## src/rtl/obf_igu_pipe.sv

```systemverilog
// Instruction group unit: classifies OR1200 words into an index, buffers them in a
// small valid/ready FIFO and keeps saturating accept/unknown counters.
module obf_igu_pipe #(
    parameter int IDX_W = 7,
    parameter int DEPTH = 2,
    parameter int CNT_W = 16
) (
    input  logic             clk,
    input  logic             rst,
    input  logic             in_valid,
    output logic             in_ready,
    input  logic [31:0]      in_insn,
    output logic             out_valid,
    input  logic             out_ready,
    output logic [IDX_W-1:0] out_idx,
    output logic             out_unk,
    output logic [31:0]      out_insn,
    input  logic             cnt_clr,
    output logic [CNT_W-1:0] cnt_insn,
    output logic [CNT_W-1:0] cnt_unk
);
    // Handshake: a word moves on any cycle where valid && ready; in_ready and
    // out_valid depend only on registered pointers, never on the opposite side.
    localparam int AW = $clog2(DEPTH);
    localparam logic [CNT_W-1:0] CNT_MAX = '1;

    logic [AW:0]      wr_ptr;
    logic [AW:0]      rd_ptr;
    logic [IDX_W-1:0] mem_idx  [DEPTH];
    logic             mem_unk  [DEPTH];
    logic [31:0]      mem_insn [DEPTH];

    logic full;
    logic empty;
    logic push;
    logic pop;

    assign empty = (wr_ptr == rd_ptr);
    assign full  = (wr_ptr[AW] != rd_ptr[AW]) && (wr_ptr[AW-1:0] == rd_ptr[AW-1:0]);
    assign push  = in_valid && !full;
    assign pop   = out_ready && !empty;

    logic [5:0] op;
    logic [4:0] k;
    logic [7:0] s;
    logic [3:0] lo;
    logic [3:0] koff;
    logic       kok;
    logic [6:0] code;
    logic       dec_unk;
    logic [IDX_W-1:0] dec_idx;

    assign op = in_insn[31:26];
    assign k  = in_insn[25:21];
    assign s  = {in_insn[9:6], in_insn[3:0]};
    assign lo = in_insn[3:0];

    // Shared sub-op map of ops 0x2F and 0x39: k 0..5 -> 0..5, k 10..13 -> 6..9.
    always_comb begin
        kok  = 1'b1;
        koff = 4'd0;
        if (k <= 5'd5) begin
            koff = k[3:0];
        end else if (k >= 5'd10 && k <= 5'd13) begin
            koff = 4'(k - 5'd4);
        end else begin
            kok = 1'b0;
        end
    end

    always_comb begin
        code    = 7'd0;
        dec_unk = 1'b0;
        case (op)
            6'h00: code = 7'd0;
            6'h01: code = 7'd1;
            6'h03: code = 7'd2;
            6'h04: code = 7'd3;
            6'h05: code = 7'd4;
            6'h06: code = in_insn[16] ? 7'd5 : 7'd6;
            6'h08: begin
                case (in_insn[25:23])
                    3'b000:  code = 7'd7;
                    3'b010:  code = 7'd8;
                    3'b100:  code = 7'd9;
                    3'b101:  code = 7'd10;
                    3'b110:  code = 7'd11;
                    default: dec_unk = 1'b1;
                endcase
            end
            6'h09: code = 7'd12;
            6'h11: code = 7'd13;
            6'h12: code = 7'd14;
            6'h13: code = 7'd15;
            6'h1C, 6'h1D, 6'h1E, 6'h1F,
            6'h20, 6'h21, 6'h22, 6'h23, 6'h24, 6'h25, 6'h26,
            6'h27, 6'h28, 6'h29, 6'h2A, 6'h2B, 6'h2C, 6'h2D:
                code = {1'b0, op} - 7'd12;
            6'h2E: code = 7'd34 + {5'd0, in_insn[7:6]};
            6'h2F: begin
                if (kok) code = 7'd38 + {3'd0, koff};
                else     dec_unk = 1'b1;
            end
            6'h30: code = 7'd48;
            6'h31: begin
                case (lo)
                    4'h1:    code = 7'd49;
                    4'h3:    code = 7'd50;
                    4'h2:    code = 7'd51;
                    4'h4:    code = 7'd52;
                    default: dec_unk = 1'b1;
                endcase
            end
            6'h33, 6'h34, 6'h35, 6'h36, 6'h37:
                code = {1'b0, op} + 7'd2;
            6'h38: begin
                // Exact selector matches take precedence over the field-based groups.
                case (s)
                    8'h0C: code = 7'd58;
                    8'h0D: code = 7'd59;
                    8'h1C: code = 7'd60;
                    8'h1D: code = 7'd61;
                    8'h2C: code = 7'd62;
                    8'h3C: code = 7'd63;
                    8'h08: code = 7'd72;
                    8'h18: code = 7'd73;
                    8'h28: code = 7'd74;
                    8'h38: code = 7'd75;
                    default: begin
                        if (in_insn[9:8] == 2'b00 && lo <= 4'd5) begin
                            code = 7'd64 + {3'd0, lo};
                        end else if (in_insn[9:8] == 2'b00 && lo == 4'hE) begin
                            code = 7'd70;
                        end else if (in_insn[9:8] == 2'b00 && lo == 4'hF) begin
                            code = 7'd71;
                        end else if (in_insn[9:8] == 2'b01 && lo == 4'hF) begin
                            code = 7'd76;
                        end else if (in_insn[9:8] == 2'b11) begin
                            case (lo)
                                4'h6:    code = 7'd77;
                                4'h7:    code = 7'd78;
                                4'h9:    code = 7'd79;
                                4'hA:    code = 7'd80;
                                4'hB:    code = 7'd81;
                                4'hC:    code = 7'd82;
                                default: dec_unk = 1'b1;
                            endcase
                        end else begin
                            dec_unk = 1'b1;
                        end
                    end
                endcase
            end
            6'h39: begin
                if (kok) code = 7'd83 + {3'd0, koff};
                else     dec_unk = 1'b1;
            end
            6'h3C, 6'h3D, 6'h3E, 6'h3F:
                code = {1'b0, op} + 7'd33;
            default: dec_unk = 1'b1;
        endcase
    end

    assign dec_idx = dec_unk ? '1 : IDX_W'(code);

    always_ff @(posedge clk) begin
        if (push) begin
            mem_idx[wr_ptr[AW-1:0]]  <= dec_idx;
            mem_unk[wr_ptr[AW-1:0]]  <= dec_unk;
            mem_insn[wr_ptr[AW-1:0]] <= in_insn;
        end
    end

    always_ff @(posedge clk or posedge rst) begin
        if (rst) begin
            wr_ptr <= '0;
            rd_ptr <= '0;
        end else begin
            if (push) wr_ptr <= wr_ptr + 1'b1;
            if (pop)  rd_ptr <= rd_ptr + 1'b1;
        end
    end

    always_ff @(posedge clk or posedge rst) begin
        if (rst) begin
            cnt_insn <= '0;
            cnt_unk  <= '0;
        end else if (cnt_clr) begin
            cnt_insn <= '0;
            cnt_unk  <= '0;
        end else if (push) begin
            if (cnt_insn != CNT_MAX) cnt_insn <= cnt_insn + 1'b1;
            if (dec_unk && cnt_unk != CNT_MAX) cnt_unk <= cnt_unk + 1'b1;
        end
    end

    // Head fields read as zero whenever the FIFO is empty, including after reset.
    assign in_ready  = !full;
    assign out_valid = !empty;
    assign out_idx   = empty ? '0    : mem_idx[rd_ptr[AW-1:0]];
    assign out_unk   = empty ? 1'b0  : mem_unk[rd_ptr[AW-1:0]];
    assign out_insn  = empty ? 32'd0 : mem_insn[rd_ptr[AW-1:0]];

endmodule
```

## config.mk

```make
export PLATFORM = sky130hd
export DESIGN_NAME = obf_igu_pipe
export DESIGN_NICKNAME = d
export VERILOG_FILES = /design/src/rtl/obf_igu_pipe.sv
export SDC_FILE = /design/constraint.sdc
export NUM_CORES = 1
export LEC_CHECK = 0
export CAP_MARGIN = 10
export CORE_ASPECT_RATIO = 0.8
export CORE_MARGIN = 2
export CORE_UTILIZATION = 40
export CTS_CLUSTER_SIZE = 14
export DETAILED_ROUTE_END_ITERATION = 10
export GPL_TIMING_DRIVEN = 1
export PLACE_DENSITY = 0.61
export SLEW_MARGIN = 20
export SYNTH_ARGS = -nofsm -noshare
export SYNTH_HDL_FRONTEND = slang
export SYNTH_SLANG_ARGS = --single-unit
```

## constraint.sdc

```tcl
create_clock -name clk -period 3.37 [get_ports clk]
set_input_delay 0.674 -clock clk [delete_from_list [all_inputs] [get_ports clk]]
set_output_delay 0.674 -clock clk [all_outputs]
set_load 0.005 [all_outputs]
```

* Yosys cells after proc, flatten, opt, wreduce, memory -nomap -nowiden
Memory sizes are Yosys's and may differ from the RTL's. Cells that the tools add are included.
Storage, ports and cells: RAM bits 80, output and inout port bits 74, register bits 36, logic and storage cells 167, memories kept 3
Memory list:
- mem_insn | words 2, width 32, read ports 1, clocked after memory_dff 0, wr ports 1, RTL line 31 | logic [31:0] mem_insn [DEPTH];
- mem_idx | words 2, width 7, read ports 1, clocked after memory_dff 0, wr ports 1, RTL line 29 | logic [IDX_W-1:0] mem_idx [DEPTH];
- mem_unk | words 2, width 1, read ports 1, clocked after memory_dff 0, wr ports 1, RTL line 30 | logic mem_unk [DEPTH];
Operators by class: muxes and demuxes 40, add/sub/neg operators 12, reductions and logical operators 28, equal/unequal tests 76, order comparisons 4
Operators with widths (number):
- 6-bit equality test (second input constant) | 29
- 7-bit case mux with 19 select lines | 1
- 16-bit 2-to-1 mux | 6
- 7-bit case mux with 10 select lines | 1
- 7-bit 2-to-1 mux | 9
- 6-bit by 5-bit equality test with 1-bit output (second input constant) | 7
- 7-bit case mux with 6 select lines | 1
- 39-bit OR reduction | 1
- 16-bit by 1-bit adder with 16-bit output (second input constant) | 2
- 8-bit by 6-bit equality test with 1-bit output (second input constant) | 4
- 32-bit 2-to-1 mux | 1
- 16-bit inequality test (second input constant) | 2
- 4-bit equality test (second input constant) | 6
- 8-bit by 4-bit equality test with 1-bit output (second input constant) | 3
- 8-bit by 5-bit equality test with 1-bit output (second input constant) | 3
- 6-bit case mux with 4 select lines | 1
- 4-bit case mux with 5 select lines | 1
- 6-bit by 3-bit equality test with 1-bit output (second input constant) | 3
- 18-bit OR reduction | 1
- 1-bit 2-to-1 mux | 15
- 7-bit by 4-bit adder with 7-bit output (first input constant) | 2
- 4-bit by 3-bit equality test with 1-bit output (second input constant) | 3
- 6-bit by 4-bit equality test with 1-bit output (second input constant) | 2
- 10-bit OR reduction | 1
- 36 further kinds | 55

* Logic depth before layout (Yosys ltp)
depth in word-level cells 14, depth in mapped cells 12

* Worst setup path before layout
Ideal clock, no wire load.
kind reg2reg, start reg rd_ptr[0], end mem mem_idx[0][0], enable pin, cell stages (with the launch flop) 6, data arrival time 2588 ps, path slack 345 ps, required time 2933 ps, cell sequence dfrtp_1 > buf_2 > xnor2_1 > nand2b_1 > nand2_1 > nor2_1
On the way: word-level cells in the longest chain between the ends 6
RTL lines:
- start, declared | RTL line 28 | logic [AW:0] rd_ptr;
- start signal, assigned | RTL line 180 | if (pop) rd_ptr <= rd_ptr + 1'b1;
- 1-bit equality test | RTL line 39 | assign full = (wr_ptr[AW] != rd_ptr[AW]) && (wr_ptr[AW-1:0] == rd_ptr[AW-1:0]);
- 1-bit logical AND | RTL line 39
- 1-bit zero test
- net in_ready | RTL line 11 | output logic in_ready,
- 1-bit logical AND | RTL line 40 | assign push = in_valid && !full;
- 1-bit 2-to-1 mux | RTL line 167 | if (push) begin
- 1-bit 2-to-1 mux (not written as such) | RTL line 168 | mem_idx[wr_ptr[AW-1:0]] <= dec_idx;
- end, declared | RTL line 29
The timed path passes the listed nets, and every way through them passes these cells.

* Final worst setup path
start in in_insn[26], end mem mem_idx[0][3], data pin
On the way: word-level cells in the longest chain between the ends 4, elaborated cells on any way between the ends 55, those cells by class add/sub (3); eq/ne (43); mux (3); reduce/logical (6)
RTL lines:
- start, declared | RTL line 12 | input logic [31:0] in_insn,
- 6-bit by 5-bit equality test with 1-bit output, or another cell as far along | RTL line 74 | case (op)
- 18-bit OR reduction, or another cell as far along
- 7-bit case mux with 19 select lines / 1-bit case mux with 5 select lines (equally long branches) | RTL line 74
- 7-bit 2-to-1 mux (*) | RTL line 164 | assign dec_idx = dec_unk ? '1 : IDX_W'(code);
- net dec_idx[3] | RTL line 51 | logic [IDX_W-1:0] dec_idx;
The timed path passes the listed nets; every way through them passes the cells marked *.

==> impl_results.md <==
* Result of the run: finished clean
* Critical Path Sink Type: flop
* GRT Overall Usage at 0.205
* Wire length of the first global-routing pass at roughly 28,000 um
* Switch Pwr at roughly 0.0021 W
* Worst EP arrival at approximately 3.4 ns
* Worst slew margin relative to its limit at 0.499
* Final critical path time including I/O delays and setup at 3.27 ns
* Fmax at 306 MHz
* Placeable Area at around 0.016 mm2
* WL final at around 18,000 um
* Cell depth of the worst flop-to-flop path at 7
* Critical path cell sequence: clkdlybuf4s50_1, buf_4, ha_1, or4_4, nand3_1, inv_1, nand2_1, a222oi_1, a2111oi_1, buf_4, o2111ai_1
* Worst hold path startpoint: rd_ptr[1]
* Wire length per cell after detailed routing at approximately 17 um
* Leakage component of the power at 3.54 nW
* Netlist area before placement at 0.00659 mm2
* Number of global-route vias before repair at approximately 5,300
* Number of placed instances, taps included at between 1,000 and 1,500
* Part of the power in registers at 0.320
* Initial standard-cell utilization of the core at 0.413
* Launching point of the worst reg2reg path: cnt_unk[2]
* Clock-pin slew on the worst setup and hold paths at around 0.050 ns
* Met1 layer usage reported by global route at 0.297
* Number of buffers added on ports at 110
* Startpoint kind of the worst setup timing path: input pin
* Final setup vio count at 0
* R2r endpoint: cnt_unk[15]
* Worst R2R Setup Slack at between 1 and 1.5 ns
* Proportion of layout cells with a drive suffix above 1 at 0.169
* Pin count of the biggest net entering global routing at between 40 and 50
* GRT Residual Overflow at 0
* Post-CTS Setup Inserts at 0
* Final standard cell area without fillers at approximately 0.0091 mm2
* Synthesized netlist net count at 683
* Total internal power at about 0.0043 W
* Starting DRT DRC Count at roughly 360
* Depth of the worst hold-timing path at 1
* Post-synthesis instance total at 627
* Floorplan die area at 0.0175 mm2
* TritonCTS clock tree: done
* Antenna-violating nets left at 0
* Switching share of power at 0.324
* Setup repair after global routing missed its margin: false
* Hold/Removal Path Class: reg2reg
* Busiest grt layer: met2
* Post-DP HPWL at about 13,000 um
* Core Rows at 41
* Distinct cells, synth at 67
* Actual slew at the worst max-slew pin at between 0.7 and 0.8 ns
* Number of buffers on the longest clock path at 2
* Final cell count without fillers at just over 1,000
* Met3 Use GR at 0.0440
* Synth Warn # at 0
* Die X-Extent at approximately 150 um
* Count of endpoints failing hold in the final timing report at 0
* Clock network power share at 0.261
* Master of the slowest instance on the critical path: sky130_fd_sc_hd__or4_4
* Area growth from synthesis to layout at 37.9%
* Placed cell area at 0.00852 mm2
* Number of register bits inferred by synthesis at about 120
* First-pass iteration count of the detailed router at 7
* Root Buffer: sky130_fd_sc_hd__clkbuf_16
* Asr flop ratio synth at 0.310
* Total CTS buffers at 17
* Number of diodes at 0
* Antenna violations before repair at 0
* Clock latency reported for the late side of the worst-skew pair at approximately 0.42 ns
* Total vias in the final route at ~5,500
* Register area share after synthesis at 0.502
* Sequential standard cell area at around 0.0033 mm2
* Power per unit of standard cell area at 702 mW/mm2
* Period utilization at 0.970
* Final #Nets at ~870
* Combinational share of power at 0.418
* CP Max Fanout at 4
* Top flip-flop cell by instance count after synthesis: sky130_fd_sc_hd__edfxtp_1
* Post-route clock skew at just under 0.01 ns
* Largest stage delay on the critical path at around 0.53 ns
* Number of top-level pins at about 110
* Weighted congestion reported at the end of routability-driven placement at 0.873
* Met2 Resource Use GR at 0.314
* Pwr Total at 0.00637 W
* H-tree levels at 4
* Count of flip-flops with a built-in enable after synthesis at 80
* Max-slew violation count at 0
* WS Path Type: in2reg
* Count of maximum capacitance violations at 0
* Synthesized area divided by synthesized cell count at around 11 um2
* Number of filler cells placed in the layout at 1,394
* Max VDD drop at roughly 0.00039 V
* Most frequent cell on the critical path: sky130_fd_sc_hd__buf_4
* CTS Sinks at roughly 120
* Die Y at ~120 um
* Data required time of the critical path at around 3.5 ns
* End of the worst hold path: rd_ptr[1]
* Via/cell ratio at around 5.3
* Multi-input gate area at between 0.003 and 0.004 mm2
* Number of DRC violations after detailed routing at 0
## power groups by stage
stage | Clock [W] | Combinational (W) | Sequential, W
6_report | 0.00167 | 0.00267 | 0.00204
5_1_grt | 0.00176 | 0.00290 | 0.00208
4_1_cts | 0.00170 | 0.00270 | 0.00205
3_5_place_dp | 0 | 0.00268 | 0.00207
3_3_place_gp | 0 | 0.00267 | 0.00206
2_1_floorplan | 0 | 0.00123 | 0.00205
## stage by stage
step	utilization	hold WS, ns	setup TNS [ns]	worst slack (ns)
final	0.569	0.490	0	0.100
after global routing	0.569	0.511	0	0.00633
after detailed placement	0.534	0.482	-5.77	-0.447
after floorplan	-	0.462	0	0.345
after CTS	0.568	0.494	0	0.0753
after global placement	0.534	0.477	-3.57	-0.472
## cell usage in the layout (no fill, tap or decap), types with 11 or more instances in the layout
cell	count
sky130_fd_sc_hd__edfxtp_1	80
sky130_fd_sc_hd__dfrtp_1	35
sky130_fd_sc_hd__nor2b_1	11
sky130_fd_sc_hd__o21ai_0	20
sky130_fd_sc_hd__a21oi_1	27
sky130_fd_sc_hd__buf_4	86
sky130_fd_sc_hd__clkbuf_16	17
sky130_fd_sc_hd__nand4_1	15
sky130_fd_sc_hd__or3_1	13
sky130_fd_sc_hd__mux2i_1	46
sky130_fd_sc_hd__clkdlybuf4s50_1	110
sky130_fd_sc_hd__nand3_1	22
sky130_fd_sc_hd__nand2_1	48
sky130_fd_sc_hd__ha_1	19
sky130_fd_sc_hd__nor2_1	79
sky130_fd_sc_hd__xnor2_1	21
sky130_fd_sc_hd__inv_1	21
## routing by layer
metal / wire, um / part of all wire
met1: 8600 / 0.49
met2: 8050 / 0.46
met3: 745 / 0.042
met4: 227 / 0.013
met5: 0 / 0
## registers in the layout (all words and copies together) (netlist names)
signal,count
cnt_insn,16
cnt_unk,16
mem_idx,14
mem_insn,64
mem_unk,2
rd_ptr,2
wr_ptr,2
## Yosys cell counts, types with 2 or more instances
library cell	number	area share
sky130_fd_sc_hd__a2111oi_0	2	0.0027
sky130_fd_sc_hd__a211oi_1	8	0.0091
sky130_fd_sc_hd__a21oi_1	27	0.021
sky130_fd_sc_hd__a22oi_1	2	0.0023
sky130_fd_sc_hd__a32o_1	2	0.0030
sky130_fd_sc_hd__and2_1	6	0.0057
sky130_fd_sc_hd__and3_1	9	0.0085
sky130_fd_sc_hd__and4_1	5	0.0066
sky130_fd_sc_hd__buf_1	4	0.0023
sky130_fd_sc_hd__buf_2	12	0.0091
sky130_fd_sc_hd__buf_6	2	0.0034
sky130_fd_sc_hd__clkbuf_1	17	0.0097
sky130_fd_sc_hd__dfrtp_1	36	0.14
sky130_fd_sc_hd__edfxtp_1	80	0.36
sky130_fd_sc_hd__ha_1	19	0.036
sky130_fd_sc_hd__inv_1	21	0.012
sky130_fd_sc_hd__mux2_1	3	0.0051
sky130_fd_sc_hd__mux2_4	2	0.0046
sky130_fd_sc_hd__mux2i_1	46	0.070
sky130_fd_sc_hd__nand2_1	48	0.027
sky130_fd_sc_hd__nand2b_1	9	0.0085
sky130_fd_sc_hd__nand3_1	22	0.017
sky130_fd_sc_hd__nand3b_1	5	0.0057
sky130_fd_sc_hd__nand4_1	15	0.014
sky130_fd_sc_hd__nor2_1	80	0.046
sky130_fd_sc_hd__nor2b_1	11	0.010
sky130_fd_sc_hd__nor3_1	8	0.0061
sky130_fd_sc_hd__nor3b_1	2	0.0023
sky130_fd_sc_hd__nor4_1	2	0.0019
sky130_fd_sc_hd__nor4_2	3	0.0057
sky130_fd_sc_hd__nor4b_1	2	0.0027
sky130_fd_sc_hd__nor4b_2	2	0.0046
sky130_fd_sc_hd__o2111ai_1	3	0.0040
sky130_fd_sc_hd__o211ai_1	3	0.0034
sky130_fd_sc_hd__o21a_1	2	0.0023
sky130_fd_sc_hd__o21ai_0	20	0.015
sky130_fd_sc_hd__o21ai_1	8	0.0061
sky130_fd_sc_hd__o22ai_1	7	0.0066
sky130_fd_sc_hd__o2bb2ai_1	3	0.0040
sky130_fd_sc_hd__o311ai_1	2	0.0027
sky130_fd_sc_hd__or3_1	13	0.012
sky130_fd_sc_hd__xnor2_1	21	0.028
sky130_fd_sc_hd__xor2_1	9	0.012
## worst max path at each step
stage / to / slack (ns) / from / depth (start not counted)
floorplan: mem_idx[0][0] / 0.34 / rd_ptr[0] / 5
detailed placement: mem_idx[0][0] / -0.45 / in_insn[26] / 11
global placement: mem_idx[0][0] / -0.47 / in_insn[26] / 11
CTS: out_idx[0] / 0.08 / wr_ptr[0] / 4
global route: mem_idx[1][3] / 0.006 / in_insn[26] / 11
finish: mem_idx[0][3] / 0.10 / in_insn[26] / 11
## cell type report
type / count / area share
flip-flops and latches: 116 / 0.364
inverters: 21 / 0.00868
well taps: 215 / 0.0296
clock inverters: 13 / 0.0120
repair buffers: 199 / 0.199
multi-input cells: 455 / 0.339
clock buffers: 19 / 0.0477
## critical path: cells and delay by family
| kind | cells | cell delay (ns) |
|---|---|---|
| AO/OA/AOI/OAI | 3 | 0.74 |
| adder cells (fa/ha/maj) | 1 | 0.24 |
| buffers and inverters | 4 | 0.94 |
| AND/OR/NAND/NOR | 3 | 0.80 |
## repair_timing
| item | CTS | global route |
|---|---|---|
| endpoints found under the setup margin | 2 | 8 |
| gates resized for setup | 1 | 4 |
| hold buffers | 0 | 0 |
| hold endpoints to repair | 0 | 0 |
## cells by family (layout without fill, tap and decap cells)
kind of cell | count (synthesis) | in the layout | share of synthesized area
and+or+nand+nor | 249 | 249 | 0.196
AOI/OAI and AO/OA | 106 | 106 | 0.111
DFF | 116 | 116 | 0.502
buffers and inverters | 56 | 252 | 0.0365
xor gates and xnor gates | 30 | 30 | 0.0399
muxes | 51 | 51 | 0.0796
adders and majority gates | 19 | 19 | 0.0361
Note: power is estimated with default switching activity, not from simulation.
